==> src/rtl/mips_pkg.sv <==
// Shared sequencer definitions: FSM states, opcode classes, opcodes,
// ALU function codes, mem_size and pc_src encodings, opcode classifier.
package mips_pkg;

  typedef enum logic [2:0] {
    ST_FETCH,
    ST_DECODE,
    ST_EXECUTE,
    ST_MEM,
    ST_WB,
    ST_TRAP
  } state_e;

  typedef enum logic [2:0] {
    CL_R,
    CL_IMM,
    CL_LOAD,
    CL_STORE,
    CL_BR,
    CL_JMP,
    CL_BAD
  } cls_e;

  localparam logic [5:0] OP_RTYPE = 6'h00;
  localparam logic [5:0] OP_ADDI  = 6'h08;
  localparam logic [5:0] OP_ADDIU = 6'h09;
  localparam logic [5:0] OP_LB    = 6'h20;
  localparam logic [5:0] OP_LW    = 6'h23;
  localparam logic [5:0] OP_SB    = 6'h28;
  localparam logic [5:0] OP_SW    = 6'h2B;
  localparam logic [5:0] OP_BEQ   = 6'h04;
  localparam logic [5:0] OP_BNE   = 6'h05;
  localparam logic [5:0] OP_J     = 6'h02;

  localparam logic [5:0] ALU_ADD  = 6'h20;
  localparam logic [5:0] ALU_BEQ  = 6'h30;
  localparam logic [5:0] ALU_BNE  = 6'h31;

  localparam logic [1:0] MSZ_BYTE = 2'b00;
  localparam logic [1:0] MSZ_WORD = 2'b11;

  localparam logic [1:0] PC_SEQ   = 2'b00;
  localparam logic [1:0] PC_BR    = 2'b01;
  localparam logic [1:0] PC_JMP   = 2'b10;

  function automatic cls_e op_class(input logic [5:0] op);
    case (op)
      OP_RTYPE:          return CL_R;
      OP_ADDI, OP_ADDIU: return CL_IMM;
      OP_LB, OP_LW:      return CL_LOAD;
      OP_SB, OP_SW:      return CL_STORE;
      OP_BEQ, OP_BNE:    return CL_BR;
      OP_J:              return CL_JMP;
      default:           return CL_BAD;
    endcase
  endfunction

endpackage

==> src/rtl/mem_wait_timer.sv <==
// Memory wait counter: counts not-ready cycles, clears on state change.
// Ports: clk, reset, count, clear in; expire out (last allowed cycle).
module mem_wait_timer #(
  parameter int unsigned LIMIT = 15
) (
  input  logic clk,
  input  logic reset,
  input  logic count,
  input  logic clear,
  output logic expire
);

  logic [7:0] cnt_q;
  logic [7:0] cnt_d;

  always_comb begin
    cnt_d = cnt_q;
    if (clear) begin
      cnt_d = '0;
    end else if (count) begin
      cnt_d = cnt_q + 8'd1;
    end
  end

  always_ff @(posedge clk or posedge reset) begin
    if (reset) begin
      cnt_q <= '0;
    end else begin
      cnt_q <= cnt_d;
    end
  end

  // Fires on the LIMIT-th consecutive not-ready cycle.
  assign expire = count && (cnt_q == 8'(LIMIT - 1));

endmodule

==> src/rtl/mc_sequencer.sv <==
// Multicycle MIPS control sequencer (FETCH/DECODE/EXECUTE/MEM/WB/TRAP).
// Ins: clk, reset, opcode, funct, imem/dmem_ready, alu_branch/jump.
// Outs: datapath enables, mem_size, alu_func, pc_src, trap, retired.
// Optional: SEQ_PERF_CNT_EN enables the retired-instruction counter.
module mc_sequencer
  import mips_pkg::*;
#(
  parameter int unsigned MEM_TIMEOUT = 15,
  parameter int unsigned CNT_W       = 32
) (
  input  logic             clk,
  input  logic             reset,
  input  logic [5:0]       opcode,
  input  logic [5:0]       funct,
  input  logic             imem_ready,
  input  logic             dmem_ready,
  input  logic             alu_branch,
  input  logic             alu_jump,
  output logic             pc_we,
  output logic             ir_we,
  output logic             reg_write_enable,
  output logic             mem_read_enable,
  output logic             mem_write_enable,
  output logic             alu_src,
  output logic             mem_to_reg,
  output logic             reg_dst,
  output logic [1:0]       mem_size,
  output logic [5:0]       alu_func,
  output logic [1:0]       pc_src,
  output logic             trap,
  output logic [CNT_W-1:0] retired
);

  state_e     state_q;
  state_e     state_d;
  logic [5:0] op_q;
  logic [5:0] op_d;
  logic [5:0] fn_q;
  logic [5:0] fn_d;
  cls_e       cls;
  logic       byte_op;
  logic       wait_cnt;
  logic       wait_clr;
  logic       wait_exp;
  logic       retire;
  logic       unused_jump;

  // Jumps are recognised from the opcode alone.
  assign unused_jump = alu_jump;

  assign cls     = op_class(op_q);
  assign byte_op = (op_q == OP_LB) || (op_q == OP_SB);

  assign wait_cnt = (state_q == ST_FETCH && !imem_ready) ||
                    (state_q == ST_MEM && !dmem_ready);
  assign wait_clr = (state_d != state_q);

  mem_wait_timer #(
    .LIMIT(MEM_TIMEOUT)
  ) u_timer (
    .clk   (clk),
    .reset (reset),
    .count (wait_cnt),
    .clear (wait_clr),
    .expire(wait_exp)
  );

  always_comb begin
    state_d = state_q;
    op_d    = op_q;
    fn_d    = fn_q;
    retire  = 1'b0;
    unique case (state_q)
      ST_FETCH: begin
        if (imem_ready) begin
          state_d = ST_DECODE;
        end else if (wait_exp) begin
          state_d = ST_TRAP;
        end
      end
      ST_DECODE: begin
        op_d = opcode;
        fn_d = funct;
        if (op_class(opcode) == CL_BAD) begin
          state_d = ST_TRAP;
        end else begin
          state_d = ST_EXECUTE;
        end
      end
      ST_EXECUTE: begin
        unique case (cls)
          CL_LOAD, CL_STORE: state_d = ST_MEM;
          CL_R, CL_IMM:      state_d = ST_WB;
          CL_BR, CL_JMP: begin
            state_d = ST_FETCH;
            retire  = 1'b1;
          end
          default:           state_d = ST_TRAP;
        endcase
      end
      ST_MEM: begin
        if (dmem_ready) begin
          if (cls == CL_LOAD) begin
            state_d = ST_WB;
          end else begin
            state_d = ST_FETCH;
            retire  = 1'b1;
          end
        end else if (wait_exp) begin
          state_d = ST_TRAP;
        end
      end
      ST_WB: begin
        state_d = ST_FETCH;
        retire  = 1'b1;
      end
      ST_TRAP: state_d = ST_TRAP;
      default: state_d = ST_TRAP;
    endcase
  end

  always_ff @(posedge clk or posedge reset) begin
    if (reset) begin
      state_q <= ST_FETCH;
      op_q    <= '0;
      fn_q    <= '0;
    end else begin
      state_q <= state_d;
      op_q    <= op_d;
      fn_q    <= fn_d;
    end
  end

  always_comb begin
    pc_we            = 1'b0;
    ir_we            = 1'b0;
    reg_write_enable = 1'b0;
    mem_read_enable  = 1'b0;
    mem_write_enable = 1'b0;
    alu_src          = 1'b0;
    mem_to_reg       = 1'b0;
    reg_dst          = 1'b0;
    mem_size         = MSZ_WORD;
    alu_func         = ALU_ADD;
    pc_src           = PC_SEQ;
    trap             = 1'b0;
    unique case (state_q)
      ST_FETCH: begin
        // Reset holds the FSM in FETCH; keep the strobes quiet meanwhile.
        ir_we = imem_ready && !reset;
        pc_we = imem_ready && !reset;
      end
      ST_DECODE: begin
      end
      ST_EXECUTE: begin
        unique case (cls)
          CL_R: alu_func = fn_q;
          CL_IMM, CL_LOAD, CL_STORE: alu_src = 1'b1;
          CL_BR: begin
            alu_func = (op_q == OP_BEQ) ? ALU_BEQ : ALU_BNE;
            pc_we    = alu_branch;
            pc_src   = PC_BR;
          end
          CL_JMP: begin
            pc_we  = 1'b1;
            pc_src = PC_JMP;
          end
          default: begin
          end
        endcase
      end
      ST_MEM: begin
        mem_read_enable  = (cls == CL_LOAD);
        mem_write_enable = (cls == CL_STORE);
        mem_size         = byte_op ? MSZ_BYTE : MSZ_WORD;
      end
      ST_WB: begin
        reg_write_enable = 1'b1;
        reg_dst          = (cls == CL_R);
        mem_to_reg       = (cls == CL_LOAD);
      end
      ST_TRAP: trap = 1'b1;
      default: trap = 1'b1;
    endcase
  end

`ifdef SEQ_PERF_CNT_EN
  logic [CNT_W-1:0] ret_q;
  logic [CNT_W-1:0] ret_d;

  assign ret_d = ret_q + {{(CNT_W-1){1'b0}}, retire};

  always_ff @(posedge clk or posedge reset) begin
    if (reset) begin
      ret_q <= '0;
    end else begin
      ret_q <= ret_d;
    end
  end

  assign retired = ret_q;
`else
  logic unused_retire;
  assign unused_retire = retire;
  assign retired       = '0;
`endif

endmodule

==> config.mk <==
export PLATFORM = sky130hd
export DESIGN_NAME = mc_sequencer
export DESIGN_NICKNAME = d
export VERILOG_FILES = /design/src/rtl/mips_pkg.sv /design/src/rtl/mem_wait_timer.sv /design/src/rtl/mc_sequencer.sv
export SDC_FILE = /design/constraint.sdc
export NUM_CORES = 1
export LEC_CHECK = 0
export CAP_MARGIN = 10
export CORE_MARGIN = 10
export CORE_UTILIZATION = 49
export DETAILED_ROUTE_END_ITERATION = 8
export MAX_ROUTING_LAYER = met4
export PLACE_DENSITY = 0.91
export SLEW_MARGIN = 20
export SYNTH_ARGS = -nofsm -noshare
export SYNTH_HDL_FRONTEND = slang
export SYNTH_SLANG_ARGS = --single-unit
==> constraint.sdc <==
create_clock -name clk -period 6.2 [get_ports clk]
set_input_delay 1.86 -clock clk [delete_from_list [all_inputs] [get_ports clk]]
set_output_delay 1.86 -clock clk [all_outputs]
set_load 0.02 [all_outputs]
==> results_dict.tcl <==
set metrics [dict create \
    cts.sinks 23 \
    use_met2_pct 19.52 \
    synth_enable_flop_cells 0 \
    dieWidth_um 82.26 \
    cts_tree "done" \
    ctsResizeCount 0 \
    fin_setup_tns_ns 0 \
    hold_depth 1 \
    irDropWorstVdd_mv 0.07263 \
    seq_area_frac_synth_pct 30.30 \
    dieArea_um2 6767 \
    via_count 1543 \
    detail-route-antenna-nets 0 \
    postCtsHoldBufs 0 \
    final.min_clock_period_ns 5.368 \
    ys.flop_type "dfrtp_1" \
    synth.distinct_cells 49 \
    cp_max_fo 4 \
    post_dp_cell_area_um2 2143 \
    dr.first_iter.drc_count 174 \
    synth_area_um2 1899 \
    stdcell_count 289 \
    relSlewSlack_pct 40.81 \
    grt_pass1_vias 1512 \
    cp.required_ns 4.34 \
    slew_violations 0 \
    initial_core_util_pct 51.11 \
    setup_viol 0 \
    dp_cells 285 \
    final_cell_mix "clkdlybuf4s50_1 (35), conb_1 (32), dfrtp_1 (23)" \
    drive_gt1_share_pct 11.62 \
    grt.busiest_layer "met2" \
    grt_use_total_pct 13.11 \
    fin_total_pwr_uw 280.4 \
    clk_pin_slew_ns 0.08 \
    post_cts_buffers 0 \
    final.fill_count 340 \
    p_per_area_nw_per_um2 128.1 \
    firstDrtPassIters 4 \
    max_cap_violations 0 \
    arrival_ns 3.51 \
    pin_count 69 \
    rsz0062_at_grt "no" \
    setup_ws_ns 0.8317 \
    area_growth_pct 15.22 \
    met1_usage_pct 15.92 \
    htreeDepth 1 \
    end_kind "output port" \
    cts_buffer_depth 2 \
    yosys_warnings 0 \
    clock_latency_ns 0.26 \
    nNetsFinal 265 \
    drc 0 \
    antenna_found_initial 0 \
    use_met3_pct 3.456 \
    ys_async_sr_fraction_pct 100.0 \
    finClkSkew_ns 0.002675 \
    multi_input_area_um2 1120 \
    grt_pass1_wl_um 6962 \
    tightest_slew_ns 0.8869 \
    run_status "completed" \
    antenna_cells 0 \
    dp_worst_setup_slack_ns 0.7823 \
    regArea_um2 575.6 \
    port_buffers 35 \
    fp.dieH_um 82.26 \
    max_freq_mhz 186.3 \
    layout.cells.most_common "clkdlybuf4s50_1" \
    avgSynthCellArea_um2 9.044 \
    gp_congestion 0.9412 \
    finalHoldViolCount 0 \
    rows 22 \
    cts_buffers 3 \
    critPathKind "primary input to output port" \
    cp-start-kind "primary input" \
    cts-root-buf "clkbuf_8" \
    hpwlAfterDp_um 3523 \
    grt_overflow 0 \
    wire_per_inst_um 15.06 \
    p_leak_nw 0.9887 \
    fin_area_um2 2188 \
    coreArea_um2 3716 \
    netlist_instances 210 \
    rr_worst_depth 9 \
    wl_um 4352 \
    grt_max_degree 24 \
    yosys_register_bits 23 \
    hp-class "flip-flop to flip-flop" \
    fin_crit_sh_pct 86.59 \
    viasPerCell 5.339 \
]
synthesized netlist by cell type (5+ instances only):
| cell | n | share of area, % |
|---|---|---|
| buf_4 | 34 | 13 |
| dfrtp_1 | 23 | 30 |
| nor2_1 | 15 | 3.0 |
| nor3_1 | 15 | 4.0 |
| nand2_1 | 13 | 2.6 |
| mux2_2 | 12 | 7.1 |
| inv_1 | 8 | 1.6 |
| nand3_1 | 6 | 1.6 |
| xor2_1 | 6 | 2.8 |
| and2_1 | 5 | 1.6 |
| ha_1 | 5 | 3.3 |
worst paths after layout:
path | endpoint | slack [ns] | from
max in group asynchronous | op_q[1] | 3.54 | reset
worst min register to register | fn_q[4] | 0.51 | fn_q[4]
worst max-delay path | pc_we | 0.83 | imem_ready
worst max register to register | u_timer.cnt_q[1] | 3.38 | op_q[1]
min in group asynchronous | state_q[0] | 2.11 | reset
worst min-delay path | fn_q[4] | 0.51 | fn_q[4]
report_power, final:
group          switching, mW  total, mW  internal (mW)
clock                 0.0485     0.0944         0.0459
sequential                 0      0.150          0.150
combinational         0.0253     0.0362         0.0109
layout make-up:
type                    count  share of cell area, %
multi-input cells         170                  51.17
flip-flops and latches     23                  26.30
repair buffers             36                  16.35
well taps                  48                  2.744
clock buffers               4                  2.058
inverters                   8                  1.372
flip-flops by register name (all words and copies together) (netlist names):
register,flops
u_timer.cnt_q,8
op_q,6
fn_q,6
state_q,3
critical path: stages:
cell             delay [ns]
clkdlybuf4s50_1        0.51
nor4b_1                0.39
a211o_1                0.15
clkdlybuf4s50_1        0.60
layer usage:
| metal | up-vias | wire [um] |
|---|---|---|
| li1 | 740 | - |
| met2 | 64 | 1915 |
| met5 | - | 0 |
| met3 | 8 | 529 |
| met1 | 731 | 1813 |
| met4 | 0 | 95 |
metrics by stage:
stage	utilization [%]	hold WS, ns
detailed placement	57.68	0.4968
global route	58.89	0.5291
CTS	58.89	0.5143
global placement	57.68	0.4815
finish	58.89	0.5132
floorplan	-	0.4721
cells by family after synthesis:
| logic type | after synthesis | synth area share (%) |
|---|---|---|
| adder cells (fa/ha/maj) | 5 | 3.294 |
| AND/OR/NAND/NOR | 87 | 26.35 |
| other | 1 | 0.1974 |
| XOR/XNOR | 8 | 3.689 |
| AO/OA/AOI/OAI | 26 | 12.19 |
| multiplexers | 12 | 7.115 |
| flip-flops | 23 | 30.30 |
| buffers and inverters | 48 | 16.86 |
Power figures use the tool's default switching activity.
